**src/rtl/cache_port_arbiter_pkg.sv**
```systemverilog
// ============================================================================
// Module : cache_port_arbiter_pkg
// Brief  : Shared state encodings and helpers for the cache port arbiter.
// Rev    : 1.0
// ============================================================================
`default_nettype none

package cache_port_arbiter_pkg;

    typedef enum logic [1:0] {
        ARB_IDLE  = 2'd0,
        ARB_ISSUE = 2'd1,
        ARB_WAIT  = 2'd2,
        ARB_RESP  = 2'd3
    } arb_state_t;

    // Clock period shared with simulation environments.
    localparam int CP = 10;

    function automatic logic [1:0] port_onehot(input logic id);
        return id ? 2'b10 : 2'b01;
    endfunction

endpackage

`default_nettype wire

```
**src/rtl/cache_port_arbiter_rr_pick.sv**
```systemverilog
// ============================================================================
// Module : arb_rr_pick
// Brief  : Two-way round-robin pick with a one-cycle mask on the last winner.
// Rev    : 1.0
// ============================================================================
`default_nettype none

module arb_rr_pick (
    input  logic [1:0] valid,
    input  logic       last,
    input  logic [1:0] mask,
    output logic       grant_valid,
    output logic       grant_id
);

    logic [1:0] w_eligible;

    always_comb begin
        w_eligible  = valid & ~mask;
        grant_valid = |w_eligible;
        grant_id    = 1'b0;
        if (w_eligible == 2'b11) begin
            grant_id = ~last;
        end else if (w_eligible[1]) begin
            grant_id = 1'b1;
        end
    end

endmodule

`default_nettype wire

```
**src/rtl/cache_port_arbiter.sv**
```systemverilog
// ============================================================================
// Module : cache_port_arbiter
// Brief  : Shares the cache controller processor port between two requesters.
// Rev    : 1.0
// ============================================================================
`default_nettype none

module cache_port_arbiter
    import cache_port_arbiter_pkg::*;
#(
    parameter int ADDR_W  = 8,
    parameter int DATA_W  = 8,
    parameter int TIMEOUT = 16
) (
    input  logic              clk,
    input  logic              reset,
    input  logic              req0_read,
    input  logic              req0_write,
    input  logic [ADDR_W-1:0] req0_addr,
    input  logic [DATA_W-1:0] req0_wdata,
    output logic              req0_ack,
    output logic [DATA_W-1:0] req0_rdata,
    input  logic              req1_read,
    input  logic              req1_write,
    input  logic [ADDR_W-1:0] req1_addr,
    input  logic [DATA_W-1:0] req1_wdata,
    output logic              req1_ack,
    output logic [DATA_W-1:0] req1_rdata,
    output logic              procRead,
    output logic              procWrite,
    output logic [ADDR_W-1:0] cache_addr,
    output logic [DATA_W-1:0] cache_wdata,
    input  logic [DATA_W-1:0] cache_rdata,
    input  logic              cache_done,
    output logic              busy,
    output logic              timeout_err
);

    localparam int CNT_W = (TIMEOUT > 2) ? $clog2(TIMEOUT) : 1;
    localparam logic [CNT_W-1:0] C_CNT_LAST = CNT_W'(TIMEOUT - 1);

    arb_state_t        r_state;
    logic              r_last;
    logic [1:0]        r_mask;
    logic              r_win;
    logic              r_op_read;
    logic [CNT_W-1:0]  r_cnt;

    logic [1:0]        w_valid;
    logic              w_grant_valid;
    logic              w_grant_id;
    logic              w_grant_read;
    logic [DATA_W-1:0] w_capture;

    assign w_valid      = {req1_read | req1_write, req0_read | req0_write};
    assign w_grant_read = w_grant_id ? req1_read : req0_read;
    // Writes return zero so the requester never sees stale cache data.
    assign w_capture    = r_op_read ? cache_rdata : '0;

    arb_rr_pick u_pick (
        .valid       (w_valid),
        .last        (r_last),
        .mask        (r_mask),
        .grant_valid (w_grant_valid),
        .grant_id    (w_grant_id)
    );

    always_ff @(posedge clk or posedge reset) begin
        if (reset) begin
            r_state     <= ARB_IDLE;
            r_last      <= 1'b1;
            r_mask      <= 2'b00;
            r_win       <= 1'b0;
            r_op_read   <= 1'b0;
            r_cnt       <= '0;
            req0_ack    <= 1'b0;
            req1_ack    <= 1'b0;
            req0_rdata  <= '0;
            req1_rdata  <= '0;
            procRead    <= 1'b0;
            procWrite   <= 1'b0;
            cache_addr  <= '0;
            cache_wdata <= '0;
            busy        <= 1'b0;
            timeout_err <= 1'b0;
        end else begin
            procRead  <= 1'b0;
            procWrite <= 1'b0;
            req0_ack  <= 1'b0;
            req1_ack  <= 1'b0;
            case (r_state)
                ARB_IDLE: begin
                    r_mask <= 2'b00;
                    if (w_grant_valid) begin
                        r_win       <= w_grant_id;
                        r_op_read   <= w_grant_read;
                        cache_addr  <= w_grant_id ? req1_addr : req0_addr;
                        cache_wdata <= w_grant_id ? req1_wdata : req0_wdata;
                        procRead    <= w_grant_read;
                        procWrite   <= ~w_grant_read;
                        busy        <= 1'b1;
                        r_state     <= ARB_ISSUE;
                    end
                end
                ARB_ISSUE: begin
                    r_cnt   <= '0;
                    r_state <= ARB_WAIT;
                end
                ARB_WAIT: begin
                    if (cache_done || (r_cnt == C_CNT_LAST)) begin
                        if (!cache_done) begin
                            timeout_err <= 1'b1;
                        end
                        if (r_win) begin
                            req1_rdata <= cache_done ? w_capture : '0;
                            req1_ack   <= 1'b1;
                        end else begin
                            req0_rdata <= cache_done ? w_capture : '0;
                            req0_ack   <= 1'b1;
                        end
                        r_state <= ARB_RESP;
                    end else begin
                        r_cnt <= r_cnt + CNT_W'(1);
                    end
                end
                ARB_RESP: begin
                    r_last  <= r_win;
                    r_mask  <= port_onehot(r_win);
                    busy    <= 1'b0;
                    r_state <= ARB_IDLE;
                end
                default: begin
                    r_state <= ARB_IDLE;
                end
            endcase
        end
    end

endmodule

`default_nettype wire

```
**config.mk**
```make
export PLATFORM = sky130hd
export DESIGN_NAME = cache_port_arbiter
export DESIGN_NICKNAME = d
export VERILOG_FILES = /design/src/rtl/cache_port_arbiter_pkg.sv /design/src/rtl/cache_port_arbiter_rr_pick.sv /design/src/rtl/cache_port_arbiter.sv
export SDC_FILE = /design/constraint.sdc
export NUM_CORES = 1
export LEC_CHECK = 0
export CORE_MARGIN = 3
export CORE_UTILIZATION = 44
export DETAILED_ROUTE_END_ITERATION = 10
export DONT_BUFFER_PORTS = 1
export HOLD_SLACK_MARGIN = 0.15
export SYNTH_ARGS = -nofsm -noshare
export SYNTH_HDL_FRONTEND = slang
export SYNTH_SLANG_ARGS = --single-unit
```
**constraint.sdc**
```tcl
create_clock -name clk -period 3.6 [get_ports clk]
set_clock_uncertainty 0.15 [all_clocks]
set_input_delay 0.72 -clock clk [delete_from_list [all_inputs] [get_ports clk]]
set_output_delay 0.72 -clock clk [all_outputs]
set_load 0.02 [all_outputs]
```
Yosys cells after proc, flatten, opt, wreduce, memory -nomap -nowiden
Cells that the tools add are included.

storage, ports and cells
  flip-flop bits (word level) = 49
  input port bits = 47
  output and inout bits = 38
  word-level logic and storage cells = 71

operators by class
  reduce and logical (&&, ||, !) cells = 12
  multiplexer cells = 26
  $add $sub $neg = 1
  bitwise logic cells = 8
  equality and inequality tests = 8

operator list
  operator                                       count
  2-to-1 mux 8 bit                               4
  2-to-1 mux 1 bit                               14
  AND reduction 3 bit                            3
  one-hot mux 2 bit (4 select lines)             1
  one-hot mux 4 bit (2 select lines)             1
  AND reduction 2 bit                            4
  == test 2 bit, second input constant           3
  2-to-1 mux 2 bit                               3
  adder 4 x 1 -> 4 bit, second input constant    1
  == test 4 bit, second input constant           1
  2-to-1 mux 4 bit                               1
  != test 2 bit, second input constant           2
  inverter 1 bit                                 4
  one-hot mux 2 bit (2 select lines)             1
  nonzero test 2 bit                             2
  AND 2 bit                                      1
  == test 2 x 1 -> 1 bit, second input constant  1
  logical NOT 2 bit                              1
  != test 2 x 1 -> 1 bit, second input constant  1
  inverter 2 bit                                 1
  bitwise OR 1 bit                               2
  one-hot mux 1 bit (2 select lines)             1
  OR reduction 2 bit                             1
  logical OR 1 bit                               1

Depth between registers and ports, before layout
Gate-level depths: netlist (run 1).

  word-level depth = 8
  mapped depth = 6
  mapped depth without buffers = 6

Cells and area by module
Synthesis (run 1) repeated with hierarchy kept, for this count alone.

unflattened totals
  cells, all modules = 207
  area total of the unflattened synthesis = 2,218.4 sq um

modules (own cells, without submodules)
  module              seq. area each (sq um)  instances  cells an instance  area each (sq um)
  cache_port_arbiter  1,227.4                 1          202                2,179.6
  arb_rr_pick         0.0                     1          5                  38.8

Worst setup path before layout (run 1)
Ideal clock, no wire load.

  path type = input port to flip-flop
  start point = in req0_write
  end point = reg cache_addr[1]
  setup slack = 1.184 ns
  library setup time = 0.128 ns
  required time = 3.322 ns
  buffers on the path = 1
  stages on the path = 5
  data arrival time = 2.138 ns
  cells stage by stage = o21ba_2 a211oi_4 buf_6 mux2_2 mux2_1

between the ends
  word-level cells in the longest chain between the ends = 5
  elaborated cells between the ends (all ways) = 7
  those cells by class = eq/ne: 1; mux: 2; bitwise: 2; reduce/logical: 2

ends and longest elaborated chain
  item                  line                              RTL
  from (decl)           cache_port_arbiter.sv:18          input logic req0_write,
  bitwise OR 1 bit (*)  cache_port_arbiter.sv:55          assign w_valid = {req1_read | req1_write, req0_read | req0_write};
  AND 2 bit (*)         cache_port_arbiter_rr_pick.sv:19  w_eligible = valid & ~mask;
  == test 2 bit         cache_port_arbiter_rr_pick.sv:22  if (w_eligible == 2'b11) begin
  2-to-1 mux 1 bit      cache_port_arbiter_rr_pick.sv:22
  2-to-1 mux 8 bit      cache_port_arbiter.sv:97          cache_addr <= w_grant_id ? req1_addr : req0_addr;
  to (signal assigned)  cache_port_arbiter.sv:97
  to (decl)             cache_port_arbiter.sv:31          output logic [ADDR_W-1:0] cache_addr,

Mark *: on every way between the ends. The rest lies on a longest branch, timed or not.
A chain may end at the register's enable or synchronous reset.

Final worst setup path (run 1)
  start point = in req0_write
  end point = reg r_op_read

between the ends
  word-level cells in the longest chain between the ends = 5
  elaborated cells between the ends (all ways) = 7
  those cells by class = eq/ne: 1; mux: 2; bitwise: 2; reduce/logical: 2

ends and longest elaborated chain
  item                  line                              RTL
  bitwise OR 1 bit (*)  cache_port_arbiter.sv:55
  AND 2 bit (*)         cache_port_arbiter_rr_pick.sv:19
  == test 2 bit         cache_port_arbiter_rr_pick.sv:22
  2-to-1 mux 1 bit      cache_port_arbiter_rr_pick.sv:22
  2-to-1 mux 1 bit      cache_port_arbiter.sv:56          assign w_grant_read = w_grant_id ? req1_read : req0_read;
  to (signal assigned)  cache_port_arbiter.sv:96          r_op_read <= w_grant_read;
  to (decl)             cache_port_arbiter.sv:46          logic r_op_read;

Marked as above.

==> results of run 1 <==
## routing by layer
layer | GRT usage | vias to the layer above | share of wire
li1 | - | 579 | -
met4 | 0.06341 | 0 | 0.036
met3 | 0.06619 | 15 | 0.098
met5 | 0 | - | 0
met2 | 0.2420 | 73 | 0.48
met1 | 0.1703 | 619 | 0.39
## worst max-delay path by stage
stage | start | endpoint | slack (ns) | cells past startpoint
floorplan | req0_write | cache_addr[1] | 1.18 | 5
global placement | req0_write | r_op_read | 0.95 | 4
detailed placement | req0_write | cache_addr[1] | 0.90 | 4
CTS | req0_write | r_op_read | 1.23 | 4
global route | req0_write | r_op_read | 1.18 | 4
finish | req0_write | r_op_read | 1.26 | 4
## area by class of cell
cell class / instances / area, µm²
fill: 418 / 2243
sequential: 49 / 1227
multi-input combinational: 101 / 879.6
tap: 65 / 81.33
clock buffer: 5 / 68.82
inverter: 8 / 30.03
clock inverter: 3 / 26.28
timing repair buffer: 1 / 7.507
## cell families (layout without fill, tap and decap cells)
logic type      Yosys count  count (layout)  share of synthesized area
buf+inv                  13              17                    0.02715
compound gates           29              29                     0.1092
simple gates             27              27                    0.06124
mux                      39              39                     0.2010
fa+ha+maj                 6               6                    0.03466
flops                    49              49                     0.5667
## stage by stage
stage,std cells,setup WS [ns]
6_report,232,1.257
5_1_grt,232,1.177
4_1_cts,232,1.233
3_5_place_dp,224,0.9039
3_3_place_gp,224,0.9454
2_1_floorplan,163,1.184
## worst reg2reg max path, stage by stage (launching register included)
cell	delay (ns)
sky130_fd_sc_hd__dfrtp_1	0.35
sky130_fd_sc_hd__o21ba_2	0.18
sky130_fd_sc_hd__a211oi_4	0.74
sky130_fd_sc_hd__mux2_2	0.44
sky130_fd_sc_hd__mux2_2	0.26
## registers in the layout (all words and copies together), names as in the netlist
register,flops
req1_ack,1
req1_rdata,8
cache_addr,8
timeout_err,1
req0_rdata,8
busy,1
r_state,2
cache_wdata,8
r_cnt,4
r_mask,2
r_last,1
procWrite,1
r_op_read,1
req0_ack,1
procRead,1
r_win,1
## layout by cell type (no fill, tap or decap), drive strengths merged
cell / Yosys / routed
a22o: 16 / 16
clkinvlp: 0 / 2
nand4: 1 / 1
o21ai: 5 / 5
o21ba: 2 / 2
a21o: 1 / 1
or2: 1 / 1
nor2: 6 / 6
mux2: 36 / 36
nand2b: 4 / 4
ha: 6 / 6
dfrtp: 48 / 48
dfstp: 1 / 1
a211oi: 1 / 1
nand3: 1 / 1
a21oi: 3 / 3
and3: 1 / 1
nand2: 9 / 9
clkbuf: 2 / 5
nand4b: 1 / 1
a2bb2oi: 1 / 1
inv: 8 / 9
mux2i: 3 / 3
nor2b: 3 / 3
buf: 3 / 1
## power groups by stage
stage / combinational, mW / sequential, mW / clock [mW]
after floorplan: 0.588 / 1.12 / 0
after global placement: 0.640 / 1.17 / 0
after detailed placement: 0.680 / 1.18 / 0
after CTS: 0.679 / 1.17 / 0.346
after global routing: 0.742 / 1.20 / 0.371
final: 0.664 / 1.17 / 0.329
==> flow_metrics.py, run 1 <==
metrics = {
    "clock_network": {
        "clkSlewWorstSetupHoldPaths_ns": 0.09,
        "number_of_levels_the_h_tree_was_split_into": 2,
        "clock_latency_ns": 0.30,
        "postCtsSetupBuffers": 0,
        "numCtsBuffers": 5,
        "clock_tree.buffer_depth": 2,
        "clock_sinks": 49,
        "cts_tree": "built",
        "cts_resized": 0,
        "cts_hold_buffers": 0,
        "cts_root_buf": "sky130_fd_sc_hd__clkbuf_8",
    },
    "cells_and_area": {
        "design.final.nets": 219,
        "postLayoutCellArea_um2": 2321,
        "layout-drive-gt1-share": 0.2994,
        "finalCoreUtilization": 0.5085,
        "n_diodes": 0,
        "synthesis_to_layout_area_growth_pct": 7.164,
    },
    "synth": {
        "synth.cells.most_frequent": "48 x sky130_fd_sc_hd__dfrtp_1, 35 x sky130_fd_sc_hd__mux2_2, 16 x sky130_fd_sc_hd__a22o_1, 9 x sky130_fd_sc_hd__nand2_1, 8 x sky130_fd_sc_hd__inv_1",
        "synth_top_cells_by_area": "sky130_fd_sc_hd__dfrtp_1 55%, sky130_fd_sc_hd__mux2_2 18%, sky130_fd_sc_hd__a22o_1 6.5%",
        "synth_area_um2": 2166,
        "post-synth-top-area-fraction": 0.5546,
        "synthesis.yosys.warnings": 0,
        "synthDistinctLibCells": 26,
        "synth.avg_cell_area_um2": 13.29,
        "synth-edff-count": 0,
        "synth-main-ff-cell": "sky130_fd_sc_hd__dfrtp_1",
        "synth.net_count": 216,
        "synth.yosys.seq_area_share": 0.5667,
        "ys_seq_elements": 49,
        "synth_largest_area_cell": "sky130_fd_sc_hd__dfrtp_1",
        "share_of_synthesized_registers_carrying_an_async_set_or_reset": 1.000,
        "syn-instance-count": 163,
        "post-synth-top-count-cell": "sky130_fd_sc_hd__dfrtp_1",
    },
    "timing": {
        "timing.final.max_slew_violations": 0,
        "max_freq_mhz": 426.8,
        "finalSetupViolations": 0,
        "worst_pin_slew_ns": 1.001,
        "period_share": 0.6508,
        "timing.final.crit_period_ns": 2.343,
        "unrepaired_setup_endpoints_after_global_routing": "false",
        "max-slew-margin-rel": 0.3318,
        "setup-tns-final_ns": 0,
        "hold_slack_ns": 0.3334,
        "final-hold-violation-count": 0,
    },
    "worst_setup_path": {
        "regToRegEndpoint": "r_op_read",
        "cp_top_family": "compound AO/OA/AOI/OAI gates",
        "timing.critical_path.slowest_cell_delay_ns": 0.74,
        "setup.worst_path.class": "in -> reg",
        "arrival_ns": 2.38,
        "critical_path.most_common_cell": "sky130_fd_sc_hd__mux2_2",
        "worstPathBufferInverterCount": 0,
        "reg2regPathDepth": 4,
        "worst_ep_required_ns": 3.64,
        "critical_path_peak_fanout": 18,
        "setup.reg_to_reg.worst_slack_ns": 1.37,
        "end_kind": "flop",
        "crit_path_top_delay_cell": "sky130_fd_sc_hd__a211oi_4",
        "worstSetupStartpointType": "input port",
        "worst_r2r_startpoint": "r_mask[0]",
        "critical_path_cell_by_cell": "o21ba_2 > a211oi_4 > mux2_2 > mux2_2",
    },
    "power_and_ir_drop": {
        "share_of_total_power_in_sequential_cells": 0.541,
        "share_clk_of_total_power": 0.152,
        "netSwitchingPower_uw": 864.8,
        "comb_power_share": 0.307,
        "switching_share": 0.4001,
        "vdd.ir_drop.worst_uv": 309.3,
        "internal_cell_power_mw": 1.297,
        "p_leak_nw": 1.065,
        "power-per-cell-area_nw_per_um2": 931.3,
        "report.power.total_mw": 2.162,
    },
    "die": {
        "design.portCount": 85,
        "dieArea_um2": 5800,
        "chipHeight_um": 76.16,
        "design.core.area_um2": 4564,
        "placement_rows": 24,
        "initial_core_util": 0.4745,
        "die_w_um": 76.16,
    },
    "hold_path": {
        "hold_path_class": "reg -> reg",
        "holdCritStartpoint": "r_mask[0]",
        "whs_path_depth": 2,
        "min_to": "r_mask[0]",
    },
    "detailed_routing": {
        "via_per_inst": 5.543,
        "dr.first_iter.drc_count": 27,
        "detail_route.drc_violations": 0,
        "routedWlPerCell_um": 17.53,
        "first_pass_iters": 4,
        "detailroute.via_count": 1286,
        "routed_wl_mm": 4.068,
        "drt_antenna_net_count": 0,
    },
    "global_route": {
        "grt_max_degree": 50,
        "number_of_global_route_vias_before_repair": 1405,
        "grtUsageTotal": 0.1487,
        "grt_first_pass_wirelength_mm": 6.941,
        "grt_antenna_before_repair": 0,
        "globalRouteOverflowTotal": 0,
    },
    "job": {
        "drv.max_cap_violation_count": 0,
    },
    "place": {
        "detailedPlacementHpwl_mm": 3.031,
        "post_dp_cell_area_um2": 2226,
        "io_buffers": 0,
        "gp_congestion": 0.7109,
    },
    "outcome": {
        "run_status": "finished, final reports clean",
    },
}
(Power assumes the default switching activity.)
==> run 2, diff against run 1 <==
==> constraint.sdc (replaced) <==
create_clock -name clk -period 2.05 [get_ports clk]
set_clock_uncertainty 0.15 [all_clocks]
set_input_delay 0.41 -clock clk [delete_from_list [all_inputs] [get_ports clk]]
set_output_delay 0.41 -clock clk [all_outputs]
set_load 0.02 [all_outputs]
==> run 2 against run 1 <==
  * Hold slack got worse by 0.15 ns
  * Sequential power increased by 76%
  * Sequential share of layout area shrank 3.9 points
  * Largest cell class unchanged
  * Highest routed layer unchanged
==> flow_metrics.py, run 2 (synthesis gave the netlist of run 1 again) <==
metrics = {
    "die": {
        "dieArea_um2": 5800,
        "chipHeight_um": 76.16,
        "die_w_um": 76.16,
        "placement_rows": 24,
        "design.portCount": 85,
        "design.core.area_um2": 4564,
        "initial_core_util": 0.4745,
    },
    "worst_setup_path": {
        "crit_path_top_delay_cell": "sky130_fd_sc_hd__dfrtp_1",
        "worst_ep_required_ns": 2.09,
        "startpoint": "r_state[0]",
        "critical_path.most_common_cell": "sky130_fd_sc_hd__nor2b_1",
        "worst_r2r_startpoint": "r_state[0]",
        "worstSetupStartpointType": "flop",
        "setup.worst_path.class": "reg -> reg",
        "critical_path_cell_by_cell": "inv_1 > ha_1 > nor2b_1 > nor2b_1 > a21oi_1 > mux2_2",
        "timing.critical_path.slowest_cell_delay_ns": 0.42,
        "regToRegEndpoint": "r_state[1]",
        "reg2regPathDepth": 6,
        "arrival_ns": 1.93,
        "end_kind": "flop",
        "critical_path_peak_fanout": 5,
        "setup.reg_to_reg.worst_slack_ns": 0.15,
    },
    "detailed_routing": {
        "highest_routed_layer": "met4",
        "routedWlPerCell_um": 17.30,
        "first_pass_iters": 4,
        "detail_route.wirelength.met1_mm": 1.820,
        "via_per_inst": 5.384,
        "dr.first_iter.drc_count": 47,
        "detailroute.wirelength.met3_um": 315,
        "detailroute.via_count": 1319,
        "routed_wl_mm": 4.238,
        "detailed_route_wirelength_on_metal2_mm": 2.011,
        "detail_route.drc_violations": 0,
        "drt_antenna_net_count": 0,
    },
    "cells_and_area": {
        "finalCoreUtilization": 0.5485,
        "layout-drive-gt1-share": 0.3056,
        "mostFrequentLayoutCell": "sky130_fd_sc_hd__dfrtp_1",
        "postLayoutCellArea_um2": 2504,
        "n_diodes": 0,
        "layout.cells.most_common_list": "48 x sky130_fd_sc_hd__dfrtp_1, 34 x sky130_fd_sc_hd__mux2_2, 16 x sky130_fd_sc_hd__a22o_1, 9 x sky130_fd_sc_hd__nand2_1, 9 x sky130_fd_sc_hd__dlygate4sd3_1",
        "synthesis_to_layout_area_growth_pct": 15.60,
        "design.final.nets": 232,
    },
    "timing": {
        "final.setup.worst_slack_ns": 0.1549,
        "finalSetupViolations": 0,
        "period_share": 0.9244,
        "timing.final.crit_period_ns": 1.895,
        "max-slew-margin-rel": 0.5992,
        "timing.final.max_slew_violations": 0,
        "max_freq_mhz": 527.7,
        "unrepaired_setup_endpoints_after_global_routing": "false",
        "final-hold-violation-count": 0,
        "worst_pin_slew_ns": 0.5990,
    },
    "place": {
        "io_buffers": 0,
        "place_worst_setup_slack_ns": 0.09323,
        "detailedPlacementHpwl_mm": 3.106,
        "post_dp_cell_area_um2": 2291,
        "gp_congestion": 0.6693,
    },
    "power_and_ir_drop": {
        "comb_power_share": 0.316,
        "vdd.ir_drop.worst_uv": 791.0,
        "netSwitchingPower_mw": 1.530,
        "power-per-cell-area_nw_per_um2": 1619,
        "p_leak_nw": 1.157,
        "share_clk_of_total_power": 0.176,
        "switching_share": 0.3776,
        "report.power.total_mw": 4.053,
        "internal_cell_power_mw": 2.523,
        "share_of_total_power_in_sequential_cells": 0.507,
    },
    "clock_network": {
        "clock_latency_ns": 0.30,
        "clock_sinks": 49,
        "numCtsBuffers": 5,
        "number_of_levels_the_h_tree_was_split_into": 2,
        "clkSlewWorstSetupHoldPaths_ns": 0.09,
        "cts_tree": "built",
        "clock_tree.buffer_depth": 2,
        "cts_root_buf": "sky130_fd_sc_hd__clkbuf_8",
        "postCtsSetupBuffers": 0,
    },
    "hold_path": {
        "hold_path_class": "in -> reg",
        "holdCritStartpoint": "req0_read",
        "min_to": "procWrite",
        "whs_path_depth": 2,
    },
    "global_route": {
        "grtUsageTotal": 0.1535,
        "grt_max_degree": 26,
        "number_of_global_route_vias_before_repair": 1364,
        "grt_antenna_before_repair": 0,
        "grt_first_pass_wirelength_mm": 7.010,
        "globalRouteOverflowTotal": 0,
    },
    "outcome": {
        "run_status": "finished, final reports clean",
    },
    "job": {
        "drv.max_cap_violation_count": 0,
    },
}
==> run 2: critical path: cells and delay by family (launching register included) <==
| family | cells | cell delay (ns) |
|---|---|---|
| flip-flops | 1 | 0.42 |
| AND/OR/NAND/NOR | 2 | 0.30 |
| adder cells (fa/ha/maj) | 1 | 0.25 |
| multiplexers | 1 | 0.37 |
| buffers and inverters | 1 | 0.10 |
| AO/OA/AOI/OAI | 1 | 0.20 |
==> run 2: worst max-delay path by stage <==
stage | cells past startpoint | end | slack, ns
global route | 6 | r_state[1] | 0.03
global placement | 5 | r_op_read | 0.12
CTS | 6 | r_state[1] | 0.14
finish | 6 | r_state[1] | 0.15
detailed placement | 5 | r_op_read | 0.09
floorplan | 5 | cache_addr[0] | -0.001
==> run 2: repair_timing <==
| action | 4_1_cts | 5_1_grt |
|---|---|---|
| endpoints found under the hold margin | 39 | 0 |
| hold buffers | 9 | 0 |
| setup endpoints to repair | 0 | 5 |
| gates resized for setup | 0 | 1 |
==> run 2: power groups by stage <==
stage               sequential (mW)  clock (mW)  combinational [mW]
detailed placement             2.08           0                1.29
CTS                            2.06       0.732                1.30
global placement               2.07           0                1.23
finish                         2.06       0.714                1.28
global route                   2.10       0.770                1.43
floorplan                      1.97           0                1.05
==> run 2: layout make-up <==
type,count,area (µm²)
clock inverter,2,37.54
tap,65,81.33
clock buffer,6,82.58
multi-input combinational,101,892.1
sequential,49,1227
inverter,8,30.03
timing repair buffer,14,152.6
fill,407,2061
==> run 2: stage by stage <==
stage / hold WS, ns / setup TNS (ns) / instances
2_1_floorplan: 0.3004 / -0.01056 / 163
3_3_place_gp: 0.2101 / 0 / 228
3_5_place_dp: 0.2126 / 0 / 228
4_1_cts: 0.1718 / 0 / 245
5_1_grt: 0.1702 / 0 / 245
6_report: 0.1811 / 0 / 245
==> run 2: routing by layer <==
layer | up-vias | global-route usage
li1 | 610 | -
met1 | 633 | 0.1831
met2 | 66 | 0.2500
met3 | 10 | 0.05319
met4 | 0 | 0.07065
met5 | - | 0
